## config.mk

```make
export PLATFORM = sky130hd
export DESIGN_NAME = imem_loader_flat
export DESIGN_NICKNAME = d
export VERILOG_FILES = /design/src/rtl/imem_loader_if.sv /design/src/rtl/imem_loader.sv /design/src/flat_wrapper.sv
export SDC_FILE = /design/constraint.sdc
export NUM_CORES = 1
export LEC_CHECK = 0
export CORE_MARGIN = 5
export CORE_UTILIZATION = 50
export DETAILED_ROUTE_END_ITERATION = 10
export PLACE_DENSITY_LB_ADDON = 0.3
export SLEW_MARGIN = 30
export SYNTH_ARGS = -nofsm -noshare
export SYNTH_HDL_FRONTEND = slang
export SYNTH_SLANG_ARGS = --single-unit
```

## constraint.sdc

```tcl
create_clock -name clk -period 1.9 [get_ports clk]
set_clock_uncertainty 0.05 [all_clocks]
set_input_delay 0.19 -clock clk [delete_from_list [all_inputs] [get_ports clk]]
set_output_delay 0.19 -clock clk [all_outputs]
set_load 0.02 [all_outputs]
```

## src/rtl/imem_loader_if.sv

```systemverilog
// imem_loader_if: byte-stream input and instruction-memory write port of the boot loader.
//   in_valid / in_data / in_ready : byte stream, a byte moves when valid & ready
//   imem_we / imem_addr / imem_din : word write port into the instruction memory
// modport master : stream source and memory side (drives bytes, observes writes)
// modport slave  : the loader itself
interface imem_loader_if #(
    parameter int unsigned ADDR_W = 10
) ();
    logic              in_valid;
    logic [7:0]        in_data;
    logic              in_ready;
    logic              imem_we;
    logic [ADDR_W-1:0] imem_addr;
    logic [31:0]       imem_din;

    modport master (
        output in_valid,
        output in_data,
        input  in_ready,
        input  imem_we,
        input  imem_addr,
        input  imem_din
    );

    modport slave (
        input  in_valid,
        input  in_data,
        output in_ready,
        output imem_we,
        output imem_addr,
        output imem_din
    );
endinterface

```

## src/rtl/imem_loader.sv

```systemverilog
// imem_loader: boot-time program loader for the instruction memory.
// Frame: len[7:0], len[15:8], len words of big-endian data bytes, XOR checksum of data bytes.
// Ports:
//   clk, rst         : clock, synchronous active-high reset
//   start_i          : one-cycle pulse, begins a load session from IDLE/DONE/ERR
//   bus_io           : byte stream in, instruction-memory write port out
//   cpu_hold_o       : keeps the core in reset until a good image is loaded
//   done_o, error_o  : sticky session result flags
//   words_written_o  : words written in the current session
module imem_loader #(
    parameter int unsigned ADDR_W      = 10,
    parameter int unsigned DEPTH       = 1024,
    parameter int unsigned TIMEOUT_CYC = 1000000
) (
    input  logic              clk,
    input  logic              rst,
    input  logic              start_i,
    imem_loader_if.slave      bus_io,
    output logic              cpu_hold_o,
    output logic              done_o,
    output logic              error_o,
    output logic [ADDR_W:0]   words_written_o
);

    localparam int unsigned TmoW = $clog2(TIMEOUT_CYC + 1);

    typedef enum logic [2:0] {
        StIdle, StLenLo, StLenHi, StData, StCsum, StDone, StErr
    } state_e;

    state_e            state_q, state_d;
    logic [15:0]       len_q, len_d;
    logic [23:0]       word_q, word_d;       // first three bytes of the word in progress
    logic [1:0]        byte_cnt_q, byte_cnt_d;
    logic [7:0]        csum_q, csum_d;
    logic [ADDR_W:0]   wr_cnt_q, wr_cnt_d;
    logic [TmoW-1:0]   tmo_q, tmo_d;
    logic              we_q, we_d;
    logic [ADDR_W-1:0] addr_q, addr_d;
    logic [31:0]       din_q, din_d;
    logic              done_q, done_d;
    logic              error_q, error_d;
    logic              hold_q, hold_d;

    logic active;
    logic accept;
    logic [15:0] len_full;

    assign active   = (state_q == StLenLo) || (state_q == StLenHi) ||
                      (state_q == StData)  || (state_q == StCsum);
    assign accept   = bus_io.in_valid & active;
    assign len_full = {bus_io.in_data, len_q[7:0]};

    always_comb begin
        state_d    = state_q;
        len_d      = len_q;
        word_d     = word_q;
        byte_cnt_d = byte_cnt_q;
        csum_d     = csum_q;
        wr_cnt_d   = wr_cnt_q;
        tmo_d      = tmo_q;
        we_d       = 1'b0;
        addr_d     = addr_q;
        din_d      = din_q;
        done_d     = done_q;
        error_d    = error_q;
        hold_d     = hold_q;

        unique case (state_q)
            StIdle, StDone, StErr: begin
                if (start_i) begin
                    state_d    = StLenLo;
                    hold_d     = 1'b1;
                    done_d     = 1'b0;
                    error_d    = 1'b0;
                    wr_cnt_d   = '0;
                    csum_d     = '0;
                    word_d     = '0;
                    byte_cnt_d = '0;
                    len_d      = '0;
                    tmo_d      = '0;
                end
            end
            StLenLo: begin
                if (accept) begin
                    len_d[7:0] = bus_io.in_data;
                    state_d    = StLenHi;
                end
            end
            StLenHi: begin
                if (accept) begin
                    len_d[15:8] = bus_io.in_data;
                    if (32'(len_full) > DEPTH) begin
                        state_d = StErr;
                        error_d = 1'b1;
                    end else if (len_full == 16'd0) begin
                        state_d = StCsum;
                    end else begin
                        state_d = StData;
                    end
                end
            end
            StData: begin
                if (accept) begin
                    csum_d = csum_q ^ bus_io.in_data;
                    if (byte_cnt_q == 2'd3) begin
                        din_d      = {word_q, bus_io.in_data};
                        addr_d     = wr_cnt_q[ADDR_W-1:0];
                        we_d       = 1'b1;
                        wr_cnt_d   = wr_cnt_q + 1'b1;
                        byte_cnt_d = '0;
                        if (32'(wr_cnt_q) + 32'd1 == 32'(len_q)) begin
                            state_d = StCsum;
                        end
                    end else begin
                        word_d     = {word_q[15:0], bus_io.in_data};
                        byte_cnt_d = byte_cnt_q + 1'b1;
                    end
                end
            end
            StCsum: begin
                if (accept) begin
                    if (bus_io.in_data == csum_q) begin
                        state_d = StDone;
                        done_d  = 1'b1;
                        hold_d  = 1'b0;
                    end else begin
                        state_d = StErr;
                        error_d = 1'b1;
                    end
                end
            end
            default: ;
        endcase

        // Idle-gap watchdog; a half-built word is simply dropped on abort.
        if (active) begin
            if (accept) begin
                tmo_d = '0;
            end else if (tmo_q == TmoW'(TIMEOUT_CYC - 1)) begin
                tmo_d   = '0;
                state_d = StErr;
                error_d = 1'b1;
            end else begin
                tmo_d = tmo_q + TmoW'(1);
            end
        end
    end

    always_ff @(posedge clk) begin
        if (rst) begin
            state_q    <= StIdle;
            len_q      <= '0;
            word_q     <= '0;
            byte_cnt_q <= '0;
            csum_q     <= '0;
            wr_cnt_q   <= '0;
            tmo_q      <= '0;
            we_q       <= 1'b0;
            addr_q     <= '0;
            din_q      <= '0;
            done_q     <= 1'b0;
            error_q    <= 1'b0;
            hold_q     <= 1'b0;
        end else begin
            state_q    <= state_d;
            len_q      <= len_d;
            word_q     <= word_d;
            byte_cnt_q <= byte_cnt_d;
            csum_q     <= csum_d;
            wr_cnt_q   <= wr_cnt_d;
            tmo_q      <= tmo_d;
            we_q       <= we_d;
            addr_q     <= addr_d;
            din_q      <= din_d;
            done_q     <= done_d;
            error_q    <= error_d;
            hold_q     <= hold_d;
        end
    end

    assign bus_io.in_ready  = active;
    assign bus_io.imem_we   = we_q;
    assign bus_io.imem_addr = addr_q;
    assign bus_io.imem_din  = din_q;
    assign cpu_hold_o       = hold_q;
    assign done_o           = done_q;
    assign error_o          = error_q;
    assign words_written_o  = wr_cnt_q;

endmodule

```

## src/flat_wrapper.sv

```systemverilog
// flat-port wrapper written by rule: the top's interface ports become plain ports
module imem_loader_flat 
#(
    parameter int unsigned ADDR_W      = 10,
    parameter int unsigned DEPTH       = 1024,
    parameter int unsigned TIMEOUT_CYC = 1000000
)
  (clk, rst, start_i, cpu_hold_o, done_o, error_o, words_written_o, bus_io_in_valid, bus_io_in_data, bus_io_in_ready, bus_io_imem_we, bus_io_imem_addr, bus_io_imem_din);
  imem_loader_if #(.ADDR_W(ADDR_W)) bus_io_i ();
  input  logic clk;
  input  logic rst;
  input  logic start_i;
  output logic cpu_hold_o;
  output logic done_o;
  output logic error_o;
  output logic [ADDR_W:0] words_written_o;
  input wire logic [$bits(bus_io_i.in_valid)-1:0] bus_io_in_valid;
  input wire logic [$bits(bus_io_i.in_data)-1:0] bus_io_in_data;
  output wire logic [$bits(bus_io_i.in_ready)-1:0] bus_io_in_ready;
  output wire logic [$bits(bus_io_i.imem_we)-1:0] bus_io_imem_we;
  output wire logic [$bits(bus_io_i.imem_addr)-1:0] bus_io_imem_addr;
  output wire logic [$bits(bus_io_i.imem_din)-1:0] bus_io_imem_din;
  assign bus_io_i.in_valid = bus_io_in_valid;
  assign bus_io_i.in_data = bus_io_in_data;
  assign bus_io_in_ready = bus_io_i.in_ready;
  assign bus_io_imem_we = bus_io_i.imem_we;
  assign bus_io_imem_addr = bus_io_i.imem_addr;
  assign bus_io_imem_din = bus_io_i.imem_din;
  imem_loader #(.ADDR_W(ADDR_W), .DEPTH(DEPTH), .TIMEOUT_CYC(TIMEOUT_CYC)) u_core (.clk(clk), .rst(rst), .start_i(start_i), .bus_io(bus_io_i), .cpu_hold_o(cpu_hold_o), .done_o(done_o), .error_o(error_o), .words_written_o(words_written_o));
endmodule
```

==> run summary, run 1 <==
status -> finished with violations
violated checks -> negative setup slack
syn avg cell area -> 7.80 um2
sequential share of the synthesized area -> 43.9%
via count -> 6280
GRT Total Usage -> 25.9%
Post-Syn Instances -> 759
Async SR Flop Fraction -> 0%
IO buf count -> 69
site row count -> 39
clk buf depth -> 2
Hold WS -> 0.112 ns
share of layout cells above drive strength 1 -> 25.5%
highest-count cells in the layout ignoring fill and taps -> nand2_1, a21oi_1, dfxtp_1
Main synth FF type -> dfxtp_1
Initial Utilization -> 51.4%
Yosys cell types -> 59
Leak -> 3.12 nW
initial DRC count -> 569
worst path required time -> 2.13 ns
#FFs+latches synth -> 130
GP Congestion -> 0.941
Via density -> 5.85
Pre-Repair DR Iteration Count -> 5
Ports -> 70
post-cts hold buffer count -> 0
commonest non-fill, non-tap cell in the layout -> nand2_1
initial antenna violation count -> 0
layout filler cell count -> 833
count of final setup violators -> 7
fmax -> 0.500 GHz
Routed Antenna Nets -> 0
die width -> 119 um
Worst-path clk slew -> 0.06 ns
crit path kind -> flip-flop to flip-flop
Core Footprint -> 11500 um2
EDFF count, synth -> 0
Post-Syn Nets -> 774
htree depth -> 4
largest net degree at the start of global routing -> 92
DP HPWL -> 12700 um
max-cap viol count -> 0
Cell Area, Synth -> 5920 um2
Power per Cell Area -> 819 nW/um2
CTS root buffer -> clkbuf_16
unrepaired setup endpoints after global routing -> true
final-report hold violation count -> 0
CP arrival -> 2.23 ns
WL per Instance -> 17.6 um
Post-Route Utilization -> 75.4%
DRT Wirelength -> 18800 um
final period utilization -> 105%
Post-Layout Cell Count -> 1073
Worst slew margin -> 69.7%
CTS buffer count -> 17
# diodes -> 0
Layout Nets -> 934
final worst setup slack -> -0.100 ns
CTS tree -> yes
first-pass GRT wire length -> 29900 um
Slew @ Worst Pin -> 0.451 ns
vias in the first global route -> 6004
Worst setup SP type -> flip-flop
Synth warnings -> 0
Chip Height -> 119 um
drc violations -> 0
DIE AREA -> 14100 um2
synth-to-layout area growth -> 46.6%
Clock Sinks -> 130
crit-path max FO -> 13
clk_lat worst skew -> 0.42 ns
maximum vdd drop -> 0.000977 V
dpl cells -> 1029
CP Capture Type -> flip-flop
Final Slew Violations -> 0
gr ovfl total -> 0
Final min period -> 2.00 ns
worst min path class -> input pin to flip-flop
[final timing paths]
check	end	cells after the start	from	slack, ns
setup / recovery	u_core.state_q[0]	7	u_core.words_written_o[2]	-0.10
hold / removal	u_core.tmo_q[1]	2	rst	0.11
setup reg to reg	u_core.state_q[0]	7	u_core.words_written_o[2]	-0.10
hold reg to reg	u_core.bus_io.imem_din[31]	2	u_core.word_q[23]	0.40
[kinds of logic after synthesis]
kind of cell               count (synthesis)  share of synthesized area [%]
xor gates and xnor gates                  34                           5.03
adders and majority gates                  4                          0.824
AOI/OAI and AO/OA                        193                           18.6
buffers and inverters                     67                           4.46
DFF                                      130                           43.9
and+or+nand+nor                          331                           27.1
[routing by layer]
| layer | vias up | global-route usage, % | part of all wire (%) |
|---|---|---|---|
| li1 | 2974 | - | - |
| met1 | 2978 | 32.6 | 42 |
| met2 | 285 | 42.5 | 49 |
| met3 | 43 | 6.07 | 6.7 |
| met4 | 0 | 11.3 | 2.6 |
| met5 | - | 0 | 0 |
[registers in the layout, summed over array words and instances, names as in the netlist]
register and cells:
u_core.bus_io.imem_we 1, u_core.cpu_hold_o 1, u_core.state_q 3, u_core.len_q 16
u_core.bus_io.imem_din 32, u_core.bus_io.imem_addr 10, u_core.byte_cnt_q 2, u_core.csum_q 8
u_core.done_o 1, u_core.tmo_q 20, u_core.error_o 1, u_core.words_written_o 11
u_core.word_q 24
[power by group]
part / total [mW] / internal, mW / switching [mW]
Clock: 3.34 / 2.13 / 1.22
Sequential: 2.80 / 2.76 / 0.0403
Combinational: 0.965 / 0.426 / 0.539
Total: 7.11 / 5.32 / 1.80
[repair_timing]
action / CTS / global route
resized for setup: 24 / 72
endpoints found under the setup margin: 49 / 89
gates cloned: 0 / 2
setup buffers: 1 / 11
pin swaps: 10 / 26
[stage by stage]
step,setup WS (ns),TNS (ns),power (mW),area (um2)
2_1_floorplan,0.00184,0,3.30,5950
3_3_place_gp,-0.309,-3.00,3.68,7590
3_5_place_dp,-0.325,-4.46,3.70,7590
4_1_cts,-0.150,-0.475,7.03,8290
5_1_grt,-0.153,-2.26,7.33,8680
6_report,-0.100,-0.384,7.11,8680
[synth_stat cells (2+ instances only)]
master     count  area, um2
and2_1         3       18.8
clkbuf_1      45        169
nand3_1       50        250
nor4_1         4       25.0
a22oi_1        2       15.0
nor3_1         7       35.0
buf_2         10       50.1
or4_1          6       45.0
a211oi_1       6       45.0
buf_1          3       11.3
nor2_1        52        195
nor4b_1        2       17.5
nand2b_1       5       31.3
or3_1          7       43.8
nand4_1       15       93.8
nand2_1      140        526
a31oi_1        4       25.0
o21ai_0       30        150
o41a_1         2       22.5
dfxtp_1      130       2600
nand3b_1      14        105
a311oi_1       2       17.5
o211ai_1       9       67.6
and4_1         2       17.5
a21oi_1      121        606
xnor2_1       18        158
ha_1           3       37.5
o41ai_1        2       17.5
and3_1         7       43.8
xor2_1        16        140
inv_1          9       33.8
o2111ai_1      2       17.5
nor2b_1        2       12.5
and3b_1        4       35.0
[cell type report]
| cell class | count | area (um2) | share of cell area [%] |
|---|---|---|---|
| clock buffer | 19 | 453 | 5.22 |
| multi-input combinational | 562 | 3360 | 38.7 |
| inverter | 9 | 33.8 | 0.389 |
| clock inverter | 11 | 153 | 1.76 |
| sequential | 130 | 2640 | 30.4 |
| timing repair buffer | 199 | 1860 | 21.5 |
| tap | 143 | 179 | 2.06 |
[worst max-delay path, cell delays in order, from the launching register on]
cell	delay [ns]
dfxtp_1	0.40
buf_6	0.18
nand3_1	0.13
or3_1	0.36
a32oi_1	0.19
nand4_1	0.24
o21ai_2	0.22
a211oi_1	0.09
No activity file was read; power rests on OpenSTA's default activity.
==> run 2, diff against run 1 <==
--- a/config.mk
+++ b/config.mk
@@ -8,6 +8,7 @@
 export CORE_MARGIN = 5
 export CORE_UTILIZATION = 50
 export DETAILED_ROUTE_END_ITERATION = 10
+export GPL_ROUTABILITY_DRIVEN = 0
 export PLACE_DENSITY_LB_ADDON = 0.3
 export SLEW_MARGIN = 30
 export SYNTH_ARGS = -nofsm -noshare
==> run summary, run 2 (synthesis gave the netlist of run 1 again) <==
violated checks -> negative setup slack
max-cap viol count -> 0 (unchanged)
Stages on worst setup path -> 6 (-1)
crit-path max FO -> 3 (-10)
site row count -> 39 (unchanged)
unrepaired setup endpoints after global routing -> true
htree depth -> 4 (unchanged)
initial DRC count -> 853 (+50%)
first-pass GRT wire length -> 30200 um (+1.0%)
worst path required time -> 2.17 ns (+0.04 ns)
final worst setup slack -> -0.222 ns (-0.122 ns)
CP top delay family -> simple AND/OR/NAND/NOR gates
IO buf count -> 69 (unchanged)
clk buf depth -> 2 (unchanged)
Chip Height -> 119 um (unchanged)
Core Footprint -> 11500 um2 (unchanged)
share of layout cells above drive strength 1 -> 27.9% (+2.4 points)
r2r worst-path depth -> 6 (-1)
Post-Route Utilization -> 76.8% (+1.4 points)
CTS tree -> yes
maximum vdd drop -> 0.000706 V (-28%)
CTS buffer count -> 17 (unchanged)
Slew @ Worst Pin -> 0.517 ns (+0.0661 ns)
worst min path class -> input pin to flip-flop
DP HPWL -> 12700 um (+0.16%)
die width -> 119 um (unchanged)
initial antenna violation count -> 0 (unchanged)
highest-count cells in the layout ignoring fill and taps -> nand2_1, a21oi_1, dfxtp_1
Final min period -> 2.12 ns (+0.122 ns)
WL per Instance -> 19.9 um (+14%)
status -> finished with violations
DRT Wirelength -> 21400 um (+13%)
Routed Antenna Nets -> 0 (unchanged)
final period utilization -> 112% (+6.4 points)
CP Capture Type -> flip-flop
Tot Pwr -> 7.48 mW (+5.2%)
multi-input combinational cell area -> 3510 um2 (+4.3%)
Fin Setup TNS -> -3.13 ns (-2.75 ns)
largest net degree at the start of global routing -> 60 (-35%)
Layout Nets -> 931 (-0.32%)
Ports -> 70 (unchanged)
Worst slew margin -> 65.2% (-4.4 points)
CTS root buffer -> clkbuf_16
crit path kind -> flip-flop to flip-flop
max reg flops -> 32 (unchanged)
# diodes -> 0 (unchanged)
Via density -> 6.24 (+6.6%)
Worst-path clk slew -> 0.06 ns (about the same)
post-cts hold buffer count -> 0 (unchanged)
final-report hold violation count -> 0 (unchanged)
Power per Cell Area -> 846 nW/um2 (+3.3%)
commonest non-fill, non-tap cell in the layout -> nand2_1
Slowest Stage Delay on Critical Path -> 0.56 ns (+0.16 ns)
Initial Utilization -> 51.4% (unchanged)
Placement Setup Slack -> -0.313 ns (+0.0120 ns)
CP arrival -> 2.39 ns (+0.16 ns)
via count -> 6688 (+6.5%)
fmax -> 0.471 GHz (-5.7%)
clk_lat worst skew -> 0.42 ns (about the same)
count of final setup violators -> 23 (+16)
setup slack, reg-to-reg -> -0.22 ns (-0.12 ns)
Pre-Repair DR Iteration Count -> 6 (+1)
DIE AREA -> 14100 um2 (unchanged)
crit path buf inv count -> 0 (-1)
synth-to-layout area growth -> 49.3%
GRT Total Usage -> 25.9% (+0.037 points)
Hold Crit Depth -> 2 (unchanged)
drc violations -> 0 (unchanged)
Final Slew Violations -> 0 (unchanged)
layout filler cell count -> 701 (-16%)
Leak -> 3.16 nW (+1.1%)
Worst setup SP type -> flip-flop
vias in the first global route -> 6202 (+3.3%)
Clock Sinks -> 130 (unchanged)
gr ovfl total -> 0 (unchanged)
worst-path cell chain -> or4_4 -> nor4_4 -> xnor2_1 -> and4_1 -> nor3_1 -> a211oi_1
Reg area -> 2650 um2 (+0.38%)
Crit-path slowest cell -> or4_4
run 2: changes by cell type in the layout (fill, tap and decap cells not counted), sizes merged:
cell and change:
bufinv +1, buf -4, clkbuf +4, clkinvlp -4
inv -1, dlygate4sd2 +1, clkinv +3, dlymetal6s2s -1
run 2: metrics by stage:
stage,cells,instance area [um2],hold WS (ns)
2_1_floorplan,759,5950,0.382
3_3_place_gp,1027,7550,0.392
3_5_place_dp,1027,7550,0.400
4_1_cts,1063,8330,0.0738
5_1_grt,1072,8840,0.106
6_report,1072,8840,0.0789
run 2: worst paths after layout:
check | end | start
setup / recovery | u_core.state_q[0] | u_core.len_q[6]
hold / removal | u_core.tmo_q[0] | rst
setup reg to reg | u_core.state_q[0] | u_core.len_q[6]
hold reg to reg | u_core.bus_io.imem_addr[9] | u_core.bus_io.imem_addr[9]
run 2: report_power, final:
part	total, mW	leakage [nW]	switching (mW)	internal (mW)
clock network	3.63	0.326	1.24	2.39
registers	2.80	1.06	0.0432	2.76
logic	1.05	1.77	0.612	0.435
run 2: cell type report:
cell class	count	area share [%]
Sequential cell	130	29.9
Inverter	9	0.382
Multi-Input combinational cell	562	39.7
Timing Repair Buffer	196	20.5
Clock buffer	22	5.60
Tap cell	143	2.02
Clock inverter	10	1.91
run 2: routing by layer:
metal	share of wire [%]	track usage, %	vias up
met5	0	0	-
met3	7.8	5.92	121
met4	4.9	11.2	0
li1	-	-	2961
met1	39	31.3	3154
met2	49	44.3	452
run 2: repair_timing:
item | CTS | global route
setup buffers | 4 | 9
pin swaps | 12 | 42
gates resized for setup | 25 | 110
endpoints found under the setup margin | 25 | 72
cloned | 0 | 2
==> run 3, diff against run 2 <==
--- a/config.mk
+++ b/config.mk
@@ -10,6 +10,7 @@
 export DETAILED_ROUTE_END_ITERATION = 10
 export GPL_ROUTABILITY_DRIVEN = 0
 export PLACE_DENSITY_LB_ADDON = 0.3
+export REMOVE_ABC_BUFFERS = 1
 export SLEW_MARGIN = 30
 export SYNTH_ARGS = -nofsm -noshare
 export SYNTH_HDL_FRONTEND = slang
==> run summary, run 3 (synthesis gave the netlist of run 1 again) <==
Power per Cell Area -> 814 nW/um2 (-3.9%)
die width -> 119 um (unchanged)
highest-count cells in the layout ignoring fill and taps -> nand2_1, buf_4, a21oi_1
DRT Wirelength -> 18400 um (-14%)
Min-Delay Endpoint -> u_core.tmo_q[1]
Worst-path clk slew -> 0.06 ns (about the same)
Ports -> 70 (unchanged)
GRT Total Usage -> 24.4% (-1.5 points)
via count -> 6370 (-4.8%)
worst path required time -> 2.15 ns (-0.02 ns)
Leak -> 3.16 nW (+0.11%)
count of final setup violators -> 5 (-78%)
CTS buffer count -> 17 (unchanged)
share of layout cells above drive strength 1 -> 26.9% (-0.99 points)
synth-to-layout area growth -> 47.0%
Core Footprint -> 11500 um2 (unchanged)
DIE AREA -> 14100 um2 (unchanged)
Post-Layout Cell Count -> 1084 (+1.1%)
post-cts hold buffer count -> 0 (unchanged)
hold path start -> rst
worst min path class -> input pin to flip-flop
max reg flops -> 32 (unchanged)
max-cap viol count -> 0 (unchanged)
commonest non-fill, non-tap cell in the layout -> nand2_1
CP arrival -> 2.28 ns (-0.11 ns)
Via density -> 5.88 (-5.8%)
drc violations -> 0 (unchanged)
Routed Antenna Nets -> 0 (unchanged)
# diodes -> 0 (unchanged)
Chip Height -> 119 um (unchanged)
final worst setup slack -> -0.127 ns (+0.0947 ns)
unrepaired setup endpoints after global routing -> true
final-report hold violation count -> 0 (unchanged)
CTS tree -> yes
dpl cells -> 1036 (+0.88%)
r2r worst-path depth -> 5 (-1)
Crit-path slowest cell -> or4_4
fmax -> 0.493 GHz (+4.7%)
vias in the first global route -> 6054 (-2.4%)
Final Slew Violations -> 0 (unchanged)
Layout Nets -> 944 (+1.4%)
end of the worst register-to-register path -> u_core.state_q[2]
clk buf depth -> 2 (unchanged)
site row count -> 39 (unchanged)
DP HPWL -> 11900 um (-6.6%)
Initial Utilization -> 51.4% (unchanged)
Worst setup SP type -> flip-flop
Worst R2R Start -> u_core.len_q[0]
largest net degree at the start of global routing -> 65 (+8.3%)
crit-path max FO -> 3 (unchanged)
maximum vdd drop -> 0.000477 V (-32%)
initial antenna violation count -> 0 (unchanged)
gr ovfl total -> 0 (unchanged)
Pre-Repair DR Iteration Count -> 6 (unchanged)
CTS root buffer -> clkbuf_16
WL per Instance -> 17.0 um (-15%)
layout filler cell count -> 768 (+9.6%)
IO buf count -> 69 (unchanged)
CP Capture Type -> flip-flop
Clock Sinks -> 130 (unchanged)
crit path kind -> flip-flop to flip-flop
status -> finished with violations
Hold WS -> 0.0812 ns (+0.00227 ns)
htree depth -> 4 (unchanged)
setup slack, reg-to-reg -> -0.13 ns (+0.09 ns)
Slew @ Worst Pin -> 0.367 ns (-0.150 ns)
clk_lat worst skew -> 0.42 ns (about the same)
Hold Crit Depth -> 2 (unchanged)
worst-path cell chain -> or4_4 -> nor4_4 -> xnor2_1 -> a21oi_1 -> o41a_1
Final min period -> 2.03 ns (-0.0947 ns)
Slowest Stage Delay on Critical Path -> 0.55 ns (about the same)
final period utilization -> 107% (-5.0 points)
first-pass GRT wire length -> 28400 um (-6.2%)
violated checks -> negative setup slack
Worst slew margin -> 75.5% (+10 points)
initial DRC count -> 628 (-26%)
[run 3: changes by cell type in the layout (fill, tap and decap cells not counted), sizes merged]
cell,delta
buf,+14
bufinv,-2
clkbuf,-2
clkinvlp,+2
clkdlybuf4s50,-1
clkinv,-1
dlymetal6s2s,+1
inv,+1
[run 3: metal layers]
metal	part of all wire, %	GRT usage (%)	vias up
met2	53	44.3	251
met1	39	25.7	3066
met5	0	0	-
met4	3.1	11.9	0
li1	-	-	2993
met3	5.4	7.44	60
[run 3: stage by stage]
| step | utilization (%) | instance area, um2 | power, mW | setup WS [ns] | setup TNS, ns |
|---|---|---|---|---|---|
| 2_1_floorplan | - | 5690 | 3.21 | -1.49 | -95.19 |
| 3_3_place_gp | 65.8 | 7570 | 3.64 | -0.328 | -8.15 |
| 3_5_place_dp | 65.8 | 7570 | 3.65 | -0.347 | -13.35 |
| 4_1_cts | 72.8 | 8390 | 6.99 | -0.102 | -0.351 |
| 5_1_grt | 75.6 | 8700 | 7.30 | -0.179 | -0.877 |
| 6_report | 75.6 | 8700 | 7.08 | -0.127 | -0.304 |
[run 3: critical path, delay by kind of cell, from the launching register on]
kind | cells | cell delay, ns
AND/OR/NAND/NOR | 2 | 0.88
AO/OA/AOI/OAI | 2 | 0.49
XOR/XNOR | 1 | 0.18
flip-flops | 1 | 0.31
[run 3: final cells by class]
class	instances	area (um2)	area share (%)
inverter	9	33.8	0.388
timing repair buffer	209	1880	21.5
sequential	130	2650	30.4
tap	143	179	2.06
clock buffer	21	480	5.52
multi-input combinational	562	3360	38.6
clock inverter	10	124	1.42
[run 3: power breakdown]
| part | total (mW) | internal [mW] | switching [mW] |
|---|---|---|---|
| Sequential | 2.80 | 2.76 | 0.0402 |
| Combinational | 0.957 | 0.416 | 0.541 |
| Clock | 3.33 | 2.08 | 1.25 |
| Total | 7.08 | 5.25 | 1.83 |
[run 3: worst max-delay path by stage]
stage	from	end	slack, ns
2_1_floorplan	u_core.state_q[0]	u_core.words_written_o[10]	-1.49
3_3_place_gp	bus_io_in_data[3]	u_core.error_o	-0.33
3_5_place_dp	bus_io_in_data[3]	u_core.error_o	-0.35
4_1_cts	u_core.len_q[0]	u_core.state_q[2]	-0.10
5_1_grt	u_core.len_q[0]	u_core.state_q[2]	-0.18
6_report	u_core.len_q[0]	u_core.state_q[2]	-0.13
[run 3: timing repair]
item	in CTS	in global routing
setup buffers	6	11
pin swaps	18	27
gates cloned	0	1
endpoints found under the setup margin	101	80
resized for setup	49	66
